--- src/rtl/brain_pkt_pkg.sv ---
// Constants and types shared by the brainwave link transmitter and receiver.
// The receiver's ThinkGear parser uses the same framing constants.
package brain_pkt_pkg;

   localparam logic [7:0] SYNC_BYTE        = 8'hAA;
   localparam logic [7:0] PLEN             = 8'h06;
   localparam logic [7:0] CODE_POOR_SIGNAL = 8'h02;
   localparam logic [7:0] CODE_ATTENTION   = 8'h04;
   localparam logic [7:0] CODE_MEDITATION  = 8'h05;
   localparam int         FRAME_BYTES      = 10;

   typedef enum logic [1:0] {
      ST_IDLE,
      ST_START,
      ST_DATA,
      ST_STOP
   } tx_state_t;

   // Byte idx of the frame AA AA 06 02 S 04 A 05 M CHK; chk_acc is the running payload sum.
   function automatic logic [7:0] frame_byte(input logic [3:0]  idx,
                                             input logic [23:0] word,
                                             input logic [7:0]  chk_acc);
      case (idx)
         4'd0, 4'd1: frame_byte = SYNC_BYTE;
         4'd2:       frame_byte = PLEN;
         4'd3:       frame_byte = CODE_POOR_SIGNAL;
         4'd4:       frame_byte = word[23:16];
         4'd5:       frame_byte = CODE_ATTENTION;
         4'd6:       frame_byte = word[15:8];
         4'd7:       frame_byte = CODE_MEDITATION;
         4'd8:       frame_byte = word[7:0];
         default:    frame_byte = ~chk_acc;
      endcase
   endfunction

endpackage

--- src/rtl/uart_tx_byte.sv ---
// UART 8N1 byte serializer with a registered line output. A new byte can be
// taken in the last cycle of a stop bit, so consecutive bytes have no gap.
module uart_tx_byte
   import brain_pkt_pkg::*;
#(
   parameter int CLKS_PER_BIT = 1736
) (
   input  logic       clk,
   input  logic       rst,
   input  logic       tx_valid,
   input  logic [7:0] tx_data,
   output logic       tx_ready,
   output logic       rs232_tx
);

   localparam int                CNT_W    = $clog2(CLKS_PER_BIT);
   localparam logic [CNT_W-1:0]  CNT_LAST = CNT_W'(CLKS_PER_BIT - 1);

   tx_state_t        state;
   logic [CNT_W-1:0] cnt;
   logic [2:0]       bit_idx;
   logic [7:0]       shreg;
   logic             bit_end;

   assign bit_end  = (cnt == CNT_LAST);
   assign tx_ready = (state == ST_IDLE) || (state == ST_STOP && bit_end);

   // NOTE: state registers use non-blocking assignments so every register
   // samples the values from before the edge, independent of statement order.
   always_ff @(posedge clk or posedge rst) begin
      if (rst) begin
         state    <= ST_IDLE;
         cnt      <= '0;
         bit_idx  <= '0;
         shreg    <= '0;
         rs232_tx <= 1'b1;
      end else begin
         cnt <= (state == ST_IDLE || bit_end) ? '0 : cnt + CNT_W'(1);
         case (state)
            ST_IDLE: begin
               if (tx_valid) begin
                  state    <= ST_START;
                  rs232_tx <= 1'b0;
                  shreg    <= tx_data;
               end
            end
            ST_START: begin
               if (bit_end) begin
                  state    <= ST_DATA;
                  bit_idx  <= '0;
                  rs232_tx <= shreg[0];
                  shreg    <= {1'b0, shreg[7:1]};
               end
            end
            ST_DATA: begin
               if (bit_end) begin
                  if (bit_idx == 3'd7) begin
                     state    <= ST_STOP;
                     rs232_tx <= 1'b1;
                  end else begin
                     bit_idx  <= bit_idx + 3'd1;
                     rs232_tx <= shreg[0];
                     shreg    <= {1'b0, shreg[7:1]};
                  end
               end
            end
            ST_STOP: begin
               // Chain straight into the next start bit when a byte is waiting.
               if (bit_end) begin
                  if (tx_valid) begin
                     state    <= ST_START;
                     rs232_tx <= 1'b0;
                     shreg    <= tx_data;
                  end else begin
                     state <= ST_IDLE;
                  end
               end
            end
            default: state <= ST_IDLE;
         endcase
      end
   end

endmodule

--- src/rtl/brain_pkt_tx.sv ---
// Brainwave link transmitter: snapshots signal/attention/meditation on send and
// emits one 10-byte ThinkGear packet over UART 8N1.
module brain_pkt_tx
   import brain_pkt_pkg::*;
#(
   parameter int CLKS_PER_BIT = 1736
) (
   input  logic        clk,
   input  logic        rst,
   input  logic        send,
   input  logic [23:0] data_in,
   output logic        busy,
   output logic        done,
   output logic        rs232_tx
);

   localparam logic [3:0] LAST_IDX = 4'(FRAME_BYTES - 1);

   logic [23:0] word;
   logic [3:0]  byte_idx;
   logic [7:0]  chk;
   logic        accept;
   logic        byte_end;
   logic        next_byte;
   logic        last_end;
   logic        tx_valid;
   logic        tx_ready;
   logic [3:0]  load_idx;
   logic [7:0]  tx_data;

   // While busy the serializer is never idle, so tx_ready marks a stop-bit end.
   assign accept    = send && !busy;
   assign byte_end  = busy && tx_ready;
   assign next_byte = byte_end && (byte_idx != LAST_IDX);
   assign last_end  = byte_end && (byte_idx == LAST_IDX);
   assign tx_valid  = accept || next_byte;
   assign load_idx  = accept ? 4'd0 : byte_idx + 4'd1;

   // NOTE: a combinational block assigns its output on every path (here via a
   // single unconditional assignment) so no latch is inferred.
   always_comb begin
      tx_data = frame_byte(load_idx, word, chk);
   end

   always_ff @(posedge clk or posedge rst) begin
      if (rst) begin
         busy     <= 1'b0;
         done     <= 1'b0;
         word     <= '0;
         byte_idx <= '0;
         chk      <= '0;
      end else begin
         done <= 1'b0;
         if (accept) begin
            busy     <= 1'b1;
            word     <= data_in;
            byte_idx <= '0;
            chk      <= '0;
         end else if (next_byte) begin
            byte_idx <= load_idx;
            // Payload bytes 02 S 04 A 05 M sit at indices 3..8.
            if (load_idx >= 4'd3 && load_idx < LAST_IDX)
               chk <= chk + tx_data;
         end else if (last_end) begin
            busy     <= 1'b0;
            done     <= 1'b1;
            byte_idx <= '0;
         end
      end
   end

   uart_tx_byte #(
      .CLKS_PER_BIT(CLKS_PER_BIT)
   ) u_uart_tx_byte (
      .clk      (clk),
      .rst      (rst),
      .tx_valid (tx_valid),
      .tx_data  (tx_data),
      .tx_ready (tx_ready),
      .rs232_tx (rs232_tx)
   );

endmodule

--- config.mk ---
export PLATFORM = sky130hd
export DESIGN_NAME = brain_pkt_tx
export DESIGN_NICKNAME = d
export VERILOG_FILES = /design/src/rtl/brain_pkt_pkg.sv /design/src/rtl/uart_tx_byte.sv /design/src/rtl/brain_pkt_tx.sv
export SDC_FILE = /design/constraint.sdc
export NUM_CORES = 1
export LEC_CHECK = 0
export CORE_UTILIZATION = 52
export DETAILED_ROUTE_END_ITERATION = 10
export PLACE_DENSITY = 0.8
export SYNTH_ARGS = -nofsm -noshare
export SYNTH_HDL_FRONTEND = slang
export SYNTH_SLANG_ARGS = --single-unit
--- constraint.sdc ---
create_clock -name clk -period 9.4 [get_ports clk]
set_clock_uncertainty 0.1 [all_clocks]
set_input_delay 1.88 -clock clk [delete_from_list [all_inputs] [get_ports clk]]
set_output_delay 1.88 -clock clk [all_outputs]
set_load 0.02 [all_outputs]
# After elaboration in Yosys (flattened, before gate mapping)
# Index checks and enable logic that the tools add are counted.
# word_totals
latchBits	0
inputBits	27
ram_bits	0
n_memories	0
romBits	0
register_bits	63
word_cells	101
output_inout_bits	3
# op_classes
bitwise	1
n_addsub	4
n_mul	0
div_mod_pow	0
order_cmp	2
n_eq_ne	22
n_reduce_logical	24
n_mux	38
shifts	0
# ops
cell	count
8-bit two-way mux	8
8-bit case mux with 8 select lines	1
8-bit case mux with 4 select lines	1
4-bit by 3-bit == test with 1-bit output (second input constant)	4
4-bit two-way mux	4
1-bit two-way mux	12
11-bit by 1-bit adder with 11-bit output (second input constant)	1
11-bit == test (second input constant)	1
11-bit two-way mux	1
2-bit two-way mux	5
3-bit two-way mux	3
8-bit adder	1
4-bit by 2-bit == test with 1-bit output (second input constant)	2
4-bit == test (second input constant)	2
2-bit by 1-bit != test with 1-bit output (second input constant)	4
8-bit inverter	1
2-bit case mux with 4 select lines	1
4-bit AND reduction	2
2-bit nonzero test	4
1-bit logical AND	6
2-bit != test (second input constant)	3
3-bit case mux with 2 select lines	1
5-bit AND reduction	1
4-bit by 1-bit adder with 4-bit output (second input constant)	1
other kinds (17)	21

# Depth between registers and ports, before layout
# Gate-level depths: netlist of run 1.
# depth
ltp_word	10
mapped_depth	18
mapped_depth_nobuf	17

# Modules after synthesis
# Synthesis of run 1 repeated with hierarchy kept, for this count alone.
# unflattened
cells_unflattened	380
area_unflattened_um2	3639.7
# by_module_without_submodules
module	seq_area_each_um2	area_each_um2	instances	cells_each
brain_pkt_tx	950.9	2212.1	1	255
uart_tx_byte	626.9	1427.6	1	125

# Worst setup path after synthesis of run 1
# Ideal clock, no wire load.
# synth_path
path_type	input to register
start	input send
end	register chk[6]
setup_ns	0.124
t_required_ns	9.176
n_path_buf	2
slack_ns	5.026
cell_stages	17
t_arrival_ns	4.150
cell_sequence	nor2b_1 clkbuf_1 a31oi_1 clkbuf_1 nand2_1 nand2_1 o22ai_1 ha_1 inv_1 fa_1 nor2b_1 o21ai_0 nand2b_1 a21o_1 a21oi_1 xor2_1 o21ai_1
# synth_between
elab_chain_len	9
elab_cells_between_ends	23
classes_between	add/sub (1); order compare (2); eq/ne (8); mux (5); reduce/logical (7)
# synth_lines
element	line	text
start, declared	brain_pkt_tx.sv:10	input logic send,
1-bit logical AND (*)	brain_pkt_tx.sv:32	assign accept = send && !busy;
4-bit two-way mux	brain_pkt_tx.sv:37	assign load_idx = accept ? 4'd0 : byte_idx + 4'd1;
4-bit by 1-bit == test with 1-bit output or 4-bit logical NOT (tied branches)	brain_pkt_pkg.sv:23	case (idx)
2-bit OR reduction	brain_pkt_pkg.sv:23	
8-bit case mux with 8 select lines	brain_pkt_pkg.sv:23	
8-bit adder	brain_pkt_tx.sv:63	chk <= chk + tx_data;
8-bit two-way mux	brain_pkt_tx.sv:62	if (load_idx >= 4'd3 && load_idx < LAST_IDX)
8-bit two-way mux	brain_pkt_tx.sv:59	end else if (next_byte) begin
8-bit two-way mux	brain_pkt_tx.sv:54	if (accept) begin
end signal, assigned	brain_pkt_tx.sv:63	
end, declared	brain_pkt_tx.sv:21	logic [7:0] chk;
# Mark *: on every way between the ends. The rest lies on a longest branch, timed or not. The select of a mux whose other input is x is not followed.
# A chain may end at the register's enable or synchronous reset.

# Worst setup path after layout of run 1
# Ends and elaborated chain as after synthesis.

==> results_dict.tcl, run 1 <==
set metrics [dict create \
    via_count 2872 \
    final_hold_viol_count 0 \
    die_h_um 84.14 \
    layout.nets 481 \
    fin_crit_sh_pct 54.50 \
    cts_tree "yes" \
    drt_iter0_drc 176 \
    grt_max_degree 47 \
    critPathMaxFanout 38 \
    synth.avg_cell_area_sq_um 8.515 \
    cts.clk_slew.worst_paths_ns 0.07 \
    portBuffers 29 \
    setup_violations 0 \
    seq_power_share_pct 48.8 \
    synth_nets 456 \
    clkLatencyLatePin_ns 0.34 \
    critPathRequiredTime_ns 9.50 \
    cts_setup_buffers 0 \
    cts_buffers 9 \
    p_total_mw 0.6023 \
    cts_buffer_depth 2 \
    yosysUniqueCellTypes 53 \
    critPathLaunchType "input pin" \
    synthAdderAreaFrac_pct 6.277 \
    synth_top_family_by_area "simple AND/OR/NAND/NOR gates" \
    syn-instance-count 412 \
    diodes 0 \
    final-max-slew-violation-count 0 \
    syn2layout_area_growth_pct 15.26 \
    finalWirelength_mm 7.256 \
    synth_top_area_share_pct 44.22 \
    synth_compound_area_share_pct 15.12 \
    drv_cap 0 \
    synth_edf_count 0 \
    yosysTopAreaCell "dfrtp_1" \
    ff_latch_area_sq_mm 0.001578 \
    synth_seq_cells 63 \
    fin_setup_tns_ns 0 \
    grt_pass1_wl_mm 13.10 \
    ir_drop_v 0.00007844 \
    wl_per_cell_um 13.98 \
    fin_crit_ns 5.123 \
    ctsResizeCount 0 \
    synthTopCellsByArea "dfrtp_1 (44%), nand2_1 (11%), ha_1 (5.7%)" \
    min_path_type "flip-flop to flip-flop" \
    rsz0062_at_grt "no" \
    via_per_inst 5.534 \
    r2r_start "byte_idx[0]$_DFFE_PP0P_" \
    async_flop_share_pct 100.0 \
    internal_power_mw 0.4453 \
    swShare_pct 26.07 \
    hold_slack_ns 0.3736 \
    drc_errors 0 \
    antenna_found_initial 0 \
    yosysSeqAreaShare_pct 44.97 \
    ant_nets 0 \
    relSlewSlack_pct 41.91 \
    num_rows 29 \
    drive_above_1_share_pct 7.014 \
    hp-start "word[6]$_DFFE_PP0P_" \
    die_x_um 84.14 \
    cts.sinks 63 \
    grt_overflow 0 \
    reg2reg_slack_ns 5.29 \
    dr.pass1.iters 6 \
    die_area_sq_mm 0.007080 \
    crit_type "input pin to flip-flop" \
    crit_arrival_ns 5.22 \
    yosys.area_share.simple_pct 23.47 \
    yosys_warnings 0 \
    p_leak_nw 1.890 \
    first_global_vias 2958 \
    cts_root_buf "clkbuf_8" \
    synth_area_sq_mm 0.003508 \
    multi_input_area_sq_mm 0.001805 \
    fillers 545 \
    power.net_switching_mw 0.1570 \
    synth_flop_cell "dfrtp_1" \
    start_util_pct 54.63 \
    routabilityCongestion 0.8402 \
    ff2ff_path_depth 16 \
    core_area_sq_mm 0.006422 \
    pre_cts_ws_ns 3.954 \
    status "completed" \
    timing.fmax_mhz 195.2 \
    grt_use_total_pct 23.33 \
    hold_depth 2 \
    hold_buffers 0 \
    htree_levels 3 \
    tightest_slew_ns 0.8673 \
    synth_xor_area_share_pct 4.708 \
    r2r-end "chk[6]$_DFFE_PP0P_" \
    worstHoldEndpoint "word[6]$_DFFE_PP0P_" \
    fin_ws_ns 4.277 \
    powerDensity_mw_per_mm2 148.9 \
    power_frac_clock_pct 39.3 \
    io_pins 30 \
    final_core_utilization_pct 62.97 \
    combPwrFrac_pct 11.9 \
    synth_mux_area_share_pct 1.819 \
    end_kind "flip-flop" \
    dp_hpwl_mm 5.047 \
]
-- per-stage QoR --
step	cell area, sq um	instances
floorplan	3508	412
global placement	3845	503
detailed placement	3845	503
CTS	4044	519
global route	4044	519
finish	4044	519
-- sequential cells by signal, summed over array words and instances (netlist names) --
register,flops
busy,1
byte_idx,4
chk,8
done,1
u_uart_tx_byte.bit_idx,3
u_uart_tx_byte.cnt,11
u_uart_tx_byte.rs232_tx,1
u_uart_tx_byte.shreg,8
u_uart_tx_byte.state,2
word,24
-- critical path: stages --
cell and delay [ns]:
clkdlybuf4s50_1 0.44, nor2b_2 0.16, buf_4 0.26, a31oi_1 0.69
nand2_1 0.14, nand2_1 0.12, o22ai_1 0.11, ha_1 0.24
inv_1 0.07, fa_1 0.20, nor2b_1 0.06, o21ai_0 0.14
nand2b_1 0.11, a21o_1 0.18, a21oi_1 0.16, xor2_1 0.17
o21ai_1 0.07
-- metal layers --
layer	vias to the layer above	routed length [um]	GRT usage, %
li1	1446	-	-
met1	1354	3401	29.94
met2	57	3393	37.56
met3	15	283	5.605
met4	0	177	10.82
met5	-	0	0
-- cells in the mapped netlist (all sizes together) (3+ instances only) --
| cell | number |
|---|---|
| a21oi | 22 |
| a22o | 3 |
| a31oi | 4 |
| and2 | 3 |
| and3 | 5 |
| buf | 8 |
| clkbuf | 10 |
| dfrtp | 62 |
| ha | 16 |
| inv | 14 |
| mux2 | 3 |
| mux2i | 3 |
| nand2 | 103 |
| nand2b | 3 |
| nand3 | 18 |
| nand4 | 3 |
| nor2 | 39 |
| nor2b | 3 |
| nor3 | 6 |
| o21ai | 36 |
| o22ai | 4 |
| or2 | 3 |
| xnor2 | 7 |
| xor2 | 11 |
-- area by class of cell --
type	instances	share of cell area, %
clock inverters	5	1.423
well taps	77	2.382
multi-input cells	317	44.65
clock buffers	11	3.496
flip-flops and latches	63	39.02
inverters	14	1.300
repair buffers	32	7.735
-- layout by cell type, fill, tap and decap left out, types with 2 or more instances in the layout --
master and n:
nor2b_1 2, dfrtp_1 62, xor2_1 10, clkdlybuf4s50_1 29
nand2_1 103, or3_1 2, o21ai_0 17, nor2_1 39
and2_1 3, nor3_1 6, a31oi_1 3, mux2i_1 3
xnor2_1 7, clkinvlp_4 3, o21ai_1 18, nor4bb_1 2
clkbuf_8 10, nand3_1 17, a2111oi_0 2, a21oi_1 21
or2_2 2, and3_1 5, buf_4 3, mux2_2 2
o22ai_1 4, a22o_1 3, a41o_1 2, nand2b_1 3
ha_1 16, inv_1 13, nand4_1 3
-- kinds of logic (layout without fill, tap and decap cells) --
family,count (synthesis),in the layout
AOI/OAI and AO/OA,85,85
xor gates and xnor gates,18,18
adders and majority gates,17,17
buffers and inverters,32,62
DFF,63,63
muxes,6,6
and+or+nand+nor,191,191
-- worst max path at each step --
| stage | endpoint | start | slack (ns) | cells past startpoint |
|---|---|---|---|---|
| finish | chk[6]$_DFFE_PP0P_ | send | 4.28 | 17 |
| global placement | chk[6]$_DFFE_PP0P_ | send | 4.10 | 17 |
| detailed placement | chk[6]$_DFFE_PP0P_ | send | 3.95 | 17 |
| global route | chk[7]$_DFFE_PP0P_ | send | 4.05 | 14 |
| CTS | chk[6]$_DFFE_PP0P_ | send | 4.29 | 17 |
| floorplan | chk[6]$_DFFE_PP0P_ | send | 5.03 | 17 |
-- power by group through the flow --
stage	logic [mW]	clock network, mW	registers [mW]
3_3_place_gp	0.0701	0	0.298
3_5_place_dp	0.0717	0	0.299
5_1_grt	0.0819	0.257	0.296
4_1_cts	0.0722	0.242	0.294
6_report	0.0715	0.237	0.294
2_1_floorplan	0.0493	0	0.295
(Power assumes the default switching activity.)
==> inputs of run 2 (changes only) <==
- clock period: 9.4 -> 5.15 ns (I/O delays scaled with it)
==> run 2 against run 1 <==
Flip-flop and latch count did not move. Global-route usage is 0.65 points lower. Final area up 0.15%. Sequential share of layout area is 0.060 points lower. Critical path type is now flip-flop to flip-flop. Critical endpoint unchanged. Largest cell class unchanged.
==> results_dict.tcl, run 2 (same netlist as run 1, synthesis figures left out) <==
set metrics [dict create \
    dr.pass1.iters 5 \
    regMostFlops "word" \
    die_h_um 84.14 \
    critPathLaunchType "flip-flop" \
    dp.cells 505 \
    drv_cap 0 \
    critPathMaxFanout 18 \
    cts_buffers 9 \
    diodes 0 \
    htree_levels 3 \
    fin_ws_ns 1.091 \
    cts.clk_slew.worst_paths_ns 0.07 \
    cts_tree "yes" \
    multi_input_area_sq_mm 0.001805 \
    ff_latch_area_sq_mm 0.001578 \
    timing.fmax_mhz 246.4 \
    ir_drop_v 0.0001664 \
    ctsResizeCount 0 \
    drt_iter0_drc 179 \
    cts_root_buf "clkbuf_8" \
    start_util_pct 54.63 \
    fin_crit_sh_pct 78.81 \
    core_area_sq_mm 0.006422 \
    powerDensity_mw_per_mm2 269.3 \
    final-max-slew-violation-count 0 \
    grt_max_degree 37 \
    dpl_cell_area_sq_mm 0.003860 \
    top_regs "word x24, u_uart_tx_byte.cnt x11" \
    finalWirelength_mm 7.402 \
    io_pins 30 \
    rsz0062_at_grt "no" \
    p_leak_nw 1.908 \
    largest_reg_flops 24 \
    critical-path-max-stage-delay_ns 0.69 \
    end_kind "flip-flop" \
    layout.nets 483 \
    layout_common_cells "nand2_1 (103), dfrtp_1 (62), nor2_1 (39), clkdlybuf4s50_1 (29), a21oi_1 (21)" \
    final_core_utilization_pct 63.06 \
    die_x_um 84.14 \
    syn2layout_area_growth_pct 15.44 \
    via_count 2922 \
    portBuffers 29 \
    hold_buffers 0 \
    status "completed" \
    drive_above_1_share_pct 7.207 \
    critPathRequiredTime_ns 5.24 \
    via_per_inst 5.608 \
    die_area_sq_mm 0.007080 \
    clkLatencyLatePin_ns 0.34 \
    crit_path_top_delay_cell "dfrtp_1" \
    layout_commonest_cell "nand2_1" \
    grt_pass1_wl_mm 12.55 \
    fillers 536 \
    setup_violations 0 \
    relSlewSlack_pct 46.42 \
    crit_type "flip-flop to flip-flop" \
    dp_hpwl_mm 5.246 \
    cts_setup_buffers 0 \
    tightest_slew_ns 0.7999 \
    first_global_vias 2749 \
    min_path_type "flip-flop to flip-flop" \
    wl_per_cell_um 14.21 \
    num_rows 29 \
    crit_arrival_ns 4.15 \
    antenna_found_initial 0 \
    fin_cells 521 \
    pre_cts_ws_ns 0.9334 \
    drc_errors 0 \
    cts.sinks 63 \
    fin_crit_ns 4.059 \
    final_hold_viol_count 0 \
    grt_use_total_pct 22.67 \
    crit_chain "ha_1 > xor2_1 > nor2_1 > o32ai_1 > a22oi_1 > o22ai_1 > ha_1 > inv_1 > fa_1 > nor2b_1 > o21ai_0 > nand2b_1 > a21o_1 > a21oi_1 > xor2_1 > o21ai_1" \
    cts_buffer_depth 2 \
    grt_overflow 0 \
    ant_nets 0 \
    routabilityCongestion 0.9353 \
    fin_setup_tns_ns 0 \
    stdcell_area_sq_mm 0.004050 \
]
## run 2: cell types whose count changed in the layout (fill, tap and decap cells not counted), sizes merged
cell      delta
clkinvlp     -3
buf          +2
clkbuf       +1
clkinv       +2
## run 2: worst paths after layout
path | start | end | slack [ns] | depth (start not counted)
worst max-delay path | byte_idx[0]$_DFFE_PP0P_ | chk[6]$_DFFE_PP0P_ | 1.09 | 16
worst min-delay path | word[14]$_DFFE_PP0P_ | word[14]$_DFFE_PP0P_ | 0.38 | 2
worst max register to register | byte_idx[0]$_DFFE_PP0P_ | chk[6]$_DFFE_PP0P_ | 1.09 | 16
worst min register to register | word[14]$_DFFE_PP0P_ | word[14]$_DFFE_PP0P_ | 0.38 | 2
max in group asynchronous | rst | u_uart_tx_byte.rs232_tx$_DFFE_PP1P_ | 3.09 | 3
min in group asynchronous | rst | done$_DFF_PP0_ | 0.96 | 2
## run 2: final cells by class
| class | instances | share of cell area [%] |
|---|---|---|
| Multi-Input combinational cell | 317 | 44.58 |
| Sequential cell | 63 | 38.96 |
| Timing Repair Buffer | 34 | 8.094 |
| Clock buffer | 12 | 3.584 |
| Tap cell | 77 | 2.379 |
| Inverter | 14 | 1.297 |
| Clock inverter | 4 | 1.112 |
## run 2: metal layers
layer	share of wire [%]	wire length [um]	track usage, %	vias to the layer above
li1	-	-	-	1455
met1	45	3366	30.12	1365
met2	46	3430	35.69	81
met3	4.8	356	4.031	21
met4	3.4	249	12.07	0
met5	0	0	0	-
## run 2: per-stage QoR
stage / hold slack, ns / power, mW
2_1_floorplan: 0.3369 / 0.6287
3_3_place_gp: 0.3576 / 0.6721
3_5_place_dp: 0.3606 / 0.6758
4_1_cts: 0.3802 / 1.094
5_1_grt: 0.4007 / 1.136
6_report: 0.3803 / 1.091
## run 2: worst max-delay path: cells and delay by family (launching register included)
kind | cells | cell delay, ns
AO/OA/AOI/OAI | 7 | 1.10
buffers and inverters | 1 | 0.06
XOR/XNOR | 2 | 0.64
AND/OR/NAND/NOR | 3 | 0.39
adder cells (fa/ha/maj) | 3 | 0.94
flip-flops | 1 | 0.69
## run 2: report_power, final
part | internal, mW | switching, mW | total [mW]
Clock | 0.235 | 0.189 | 0.423
Combinational | 0.0586 | 0.0726 | 0.131
Sequential | 0.519 | 0.0177 | 0.536
Total | 0.812 | 0.279 | 1.09
==> inputs of run 3 (changes only) <==
- PLACE_DENSITY: 0.8 -> 0.83
- clock period: 5.15 -> 3.27 ns (I/O delays scaled with it)
==> run 3 against run 2 <==
The run now ends with design-rule violations left. Wire length is 18% higher. Combinational power rose to 2.5 times the previous value. Clock power rose by 40%. Largest cell class unchanged.
==> results_dict.tcl, run 3 (same netlist as run 1, synthesis figures left out) <==
set metrics [dict create \
    grt_pass1_wl_mm 14.27 \
    dr_wl_met3_um 371 \
    r2r_start "byte_idx[1]$_DFFE_PP0P_" \
    critPathRequiredTime_ns 3.41 \
    drt_iter0_drc 169 \
    clkLatencyLatePin_ns 0.35 \
    syn2layout_area_growth_pct 29.49 \
    critical-path-max-stage-delay_ns 0.41 \
    critPathMaxFanout 4 \
    ant_nets 0 \
    layout.nets 524 \
    die_h_um 84.14 \
    violations "design-rule violations" \
    crit_chain "buf_6 > ha_4 > xor2_4 > buf_4 > a21oi_4 > o32ai_4 > a21oi_2 > o22ai_2 > ha_2 > inv_1 > fa_2 > nor2b_1 > o21ai_1 > nand2b_1 > a21o_1 > a21oi_2 > xor2_1 > o21ai_1" \
    routabilityCongestion 0.9291 \
    final_hold_viol_count 0 \
    cp-endpoint "chk[6]$_DFFE_PP0P_" \
    regMostFlops "word" \
    end_kind "flip-flop" \
    drc_errors 2 \
    crit_arrival_ns 3.30 \
    top_regs "word x24, u_uart_tx_byte.cnt x11" \
    relSlewSlack_pct 46.40 \
    finalWirelength_mm 8.740 \
    dp_hpwl_mm 5.626 \
    portBuffers 29 \
    grt_max_degree 64 \
    cp-startpoint "byte_idx[1]$_DFFE_PP0P_" \
    antenna_found_initial 0 \
    min_path_type "flip-flop to flip-flop" \
    num_rows 29 \
    final-max-slew-violation-count 0 \
    cts_buffers 9 \
    cts.clk_slew.worst_paths_ns 0.07 \
    layout_commonest_cell "nand2_1" \
    multi_input_area_sq_mm 0.001987 \
    htree_levels 3 \
    fin_crit_ns 3.167 \
    cts_root_buf "clkbuf_8" \
    first_global_vias 3212 \
    powerDensity_mw_per_mm2 389.2 \
    top_layer_used "met4" \
    status "complete, but fails checks" \
    die_area_sq_mm 0.007080 \
    diodes 0 \
    setup_violations 0 \
    r2r-end "chk[6]$_DFFE_PP0P_" \
    wl_per_cell_um 15.58 \
    core_area_sq_mm 0.006422 \
    drv_cap 0 \
    hold_buffers 0 \
    reg2reg_slack_ns 0.10 \
    start_util_pct 54.63 \
    timing.fmax_mhz 315.8 \
    wl_met2_mm 4.411 \
    die_x_um 84.14 \
    grt_overflow 0 \
    drive_above_1_share_pct 19.83 \
    rsz0062_at_grt "yes" \
    cts.sinks 63 \
    io_pins 30 \
    critical_path_depth 18 \
    crit_path_top_delay_cell "dfrtp_1" \
    p_leak_nw 2.139 \
    critPathLaunchType "flip-flop" \
    critPathBufInv 3 \
    crit_type "flip-flop to flip-flop" \
    ir_drop_v 0.0002980 \
    wl_met1_mm 3.724 \
    fin_crit_sh_pct 96.85 \
    ff2ff_path_depth 18 \
    ff_latch_area_sq_mm 0.001580 \
    p_total_mw 1.768 \
    via_count 3165 \
    path_delay_family "compound AO/OA/AOI/OAI gates" \
    hold_slack_ns 0.3698 \
    fillers 464 \
    cts_tree "yes" \
    via_per_inst 5.642 \
    tightest_slew_ns 0.8039 \
    layout_common_cells "nand2_1 (103), dfrtp_1 (60), buf_4 (41), nor2_1 (37), clkdlybuf4s50_1 (28)" \
    cts_buffer_depth 2 \
    dr.pass1.iters 7 \
    grt_use_total_pct 25.36 \
    largest_reg_flops 24 \
]
## run 3: changes by cell type in the layout (fill, tap and decap cells not counted), sizes merged
cell | previous run | this run
dlymetal6s2s | 0 | 1
clkdlybuf4s50 | 29 | 28
clkinvlp | 0 | 1
bufinv | 1 | 0
buf | 5 | 46
clkbuf | 12 | 11
## run 3: worst register-to-register path, stage by stage, from the launching register on
cell	delay, ns
dfrtp_1	0.41
buf_6	0.13
ha_4	0.19
xor2_4	0.22
buf_4	0.17
a21oi_4	0.07
o32ai_4	0.17
a21oi_2	0.10
o22ai_2	0.18
ha_2	0.21
inv_1	0.05
fa_2	0.34
nor2b_1	0.12
o21ai_1	0.06
nand2b_1	0.11
a21o_1	0.13
a21oi_2	0.06
xor2_1	0.16
o21ai_1	0.07
## run 3: repair_timing
action | in CTS | in global routing
endpoints found under the hold margin | 0 | 0
pin swaps | 1 | 8
setup buffers | 1 | 4
endpoints found under the setup margin | 3 | 4
gates resized for setup | 9 | 34
## run 3: power by group
group	leakage (nW)	switching, mW	internal [mW]
sequential	0.813	0.0285	0.817
clock	0.0850	0.307	0.287
combinational	1.24	0.160	0.168
total	2.14	0.496	1.27
## run 3: metrics by stage
stage	instances	setup TNS [ns]	setup WS (ns)	utilization, %	area [sq um]
after global placement	542	-0.8427	-0.3148	64.43	4138
final	561	0	0.1032	70.74	4543
after floorplan	412	0	0.001606	-	3508
after detailed placement	542	-1.104	-0.3614	64.43	4138
after CTS	558	0	0.002283	67.76	4352
after global routing	561	-0.1254	-0.1059	70.74	4543
## run 3: layout make-up
class / instances / share of cell area, %
Multi-Input combinational cell: 317 / 43.73
Sequential cell: 63 / 34.78
Timing Repair Buffer: 75 / 14.54
Clock buffer: 11 / 3.112
Tap cell: 77 / 2.121
Inverter: 14 / 1.212
Clock inverter: 4 / 0.4957
## run 3: worst min path at each step
stage               slack (ns)  depth (start not counted)              endpoint                 start
floorplan                 0.34                          2  word[10]$_DFFE_PP0P_  word[10]$_DFFE_PP0P_
detailed placement        0.36                          2   word[4]$_DFFE_PP0P_   word[4]$_DFFE_PP0P_
global placement          0.36                          2  word[17]$_DFFE_PP0P_  word[17]$_DFFE_PP0P_
global route              0.39                          2   word[4]$_DFFE_PP0P_   word[4]$_DFFE_PP0P_
finish                    0.37                          2   word[4]$_DFFE_PP0P_   word[4]$_DFFE_PP0P_
CTS                       0.38                          2   word[4]$_DFFE_PP0P_   word[4]$_DFFE_PP0P_
## run 3: layer usage
metal	up-vias	global-route usage (%)
li1	1528	-
met1	1529	30.31
met2	85	43.14
met3	23	6.490
met4	0	11.60
met5	-	0
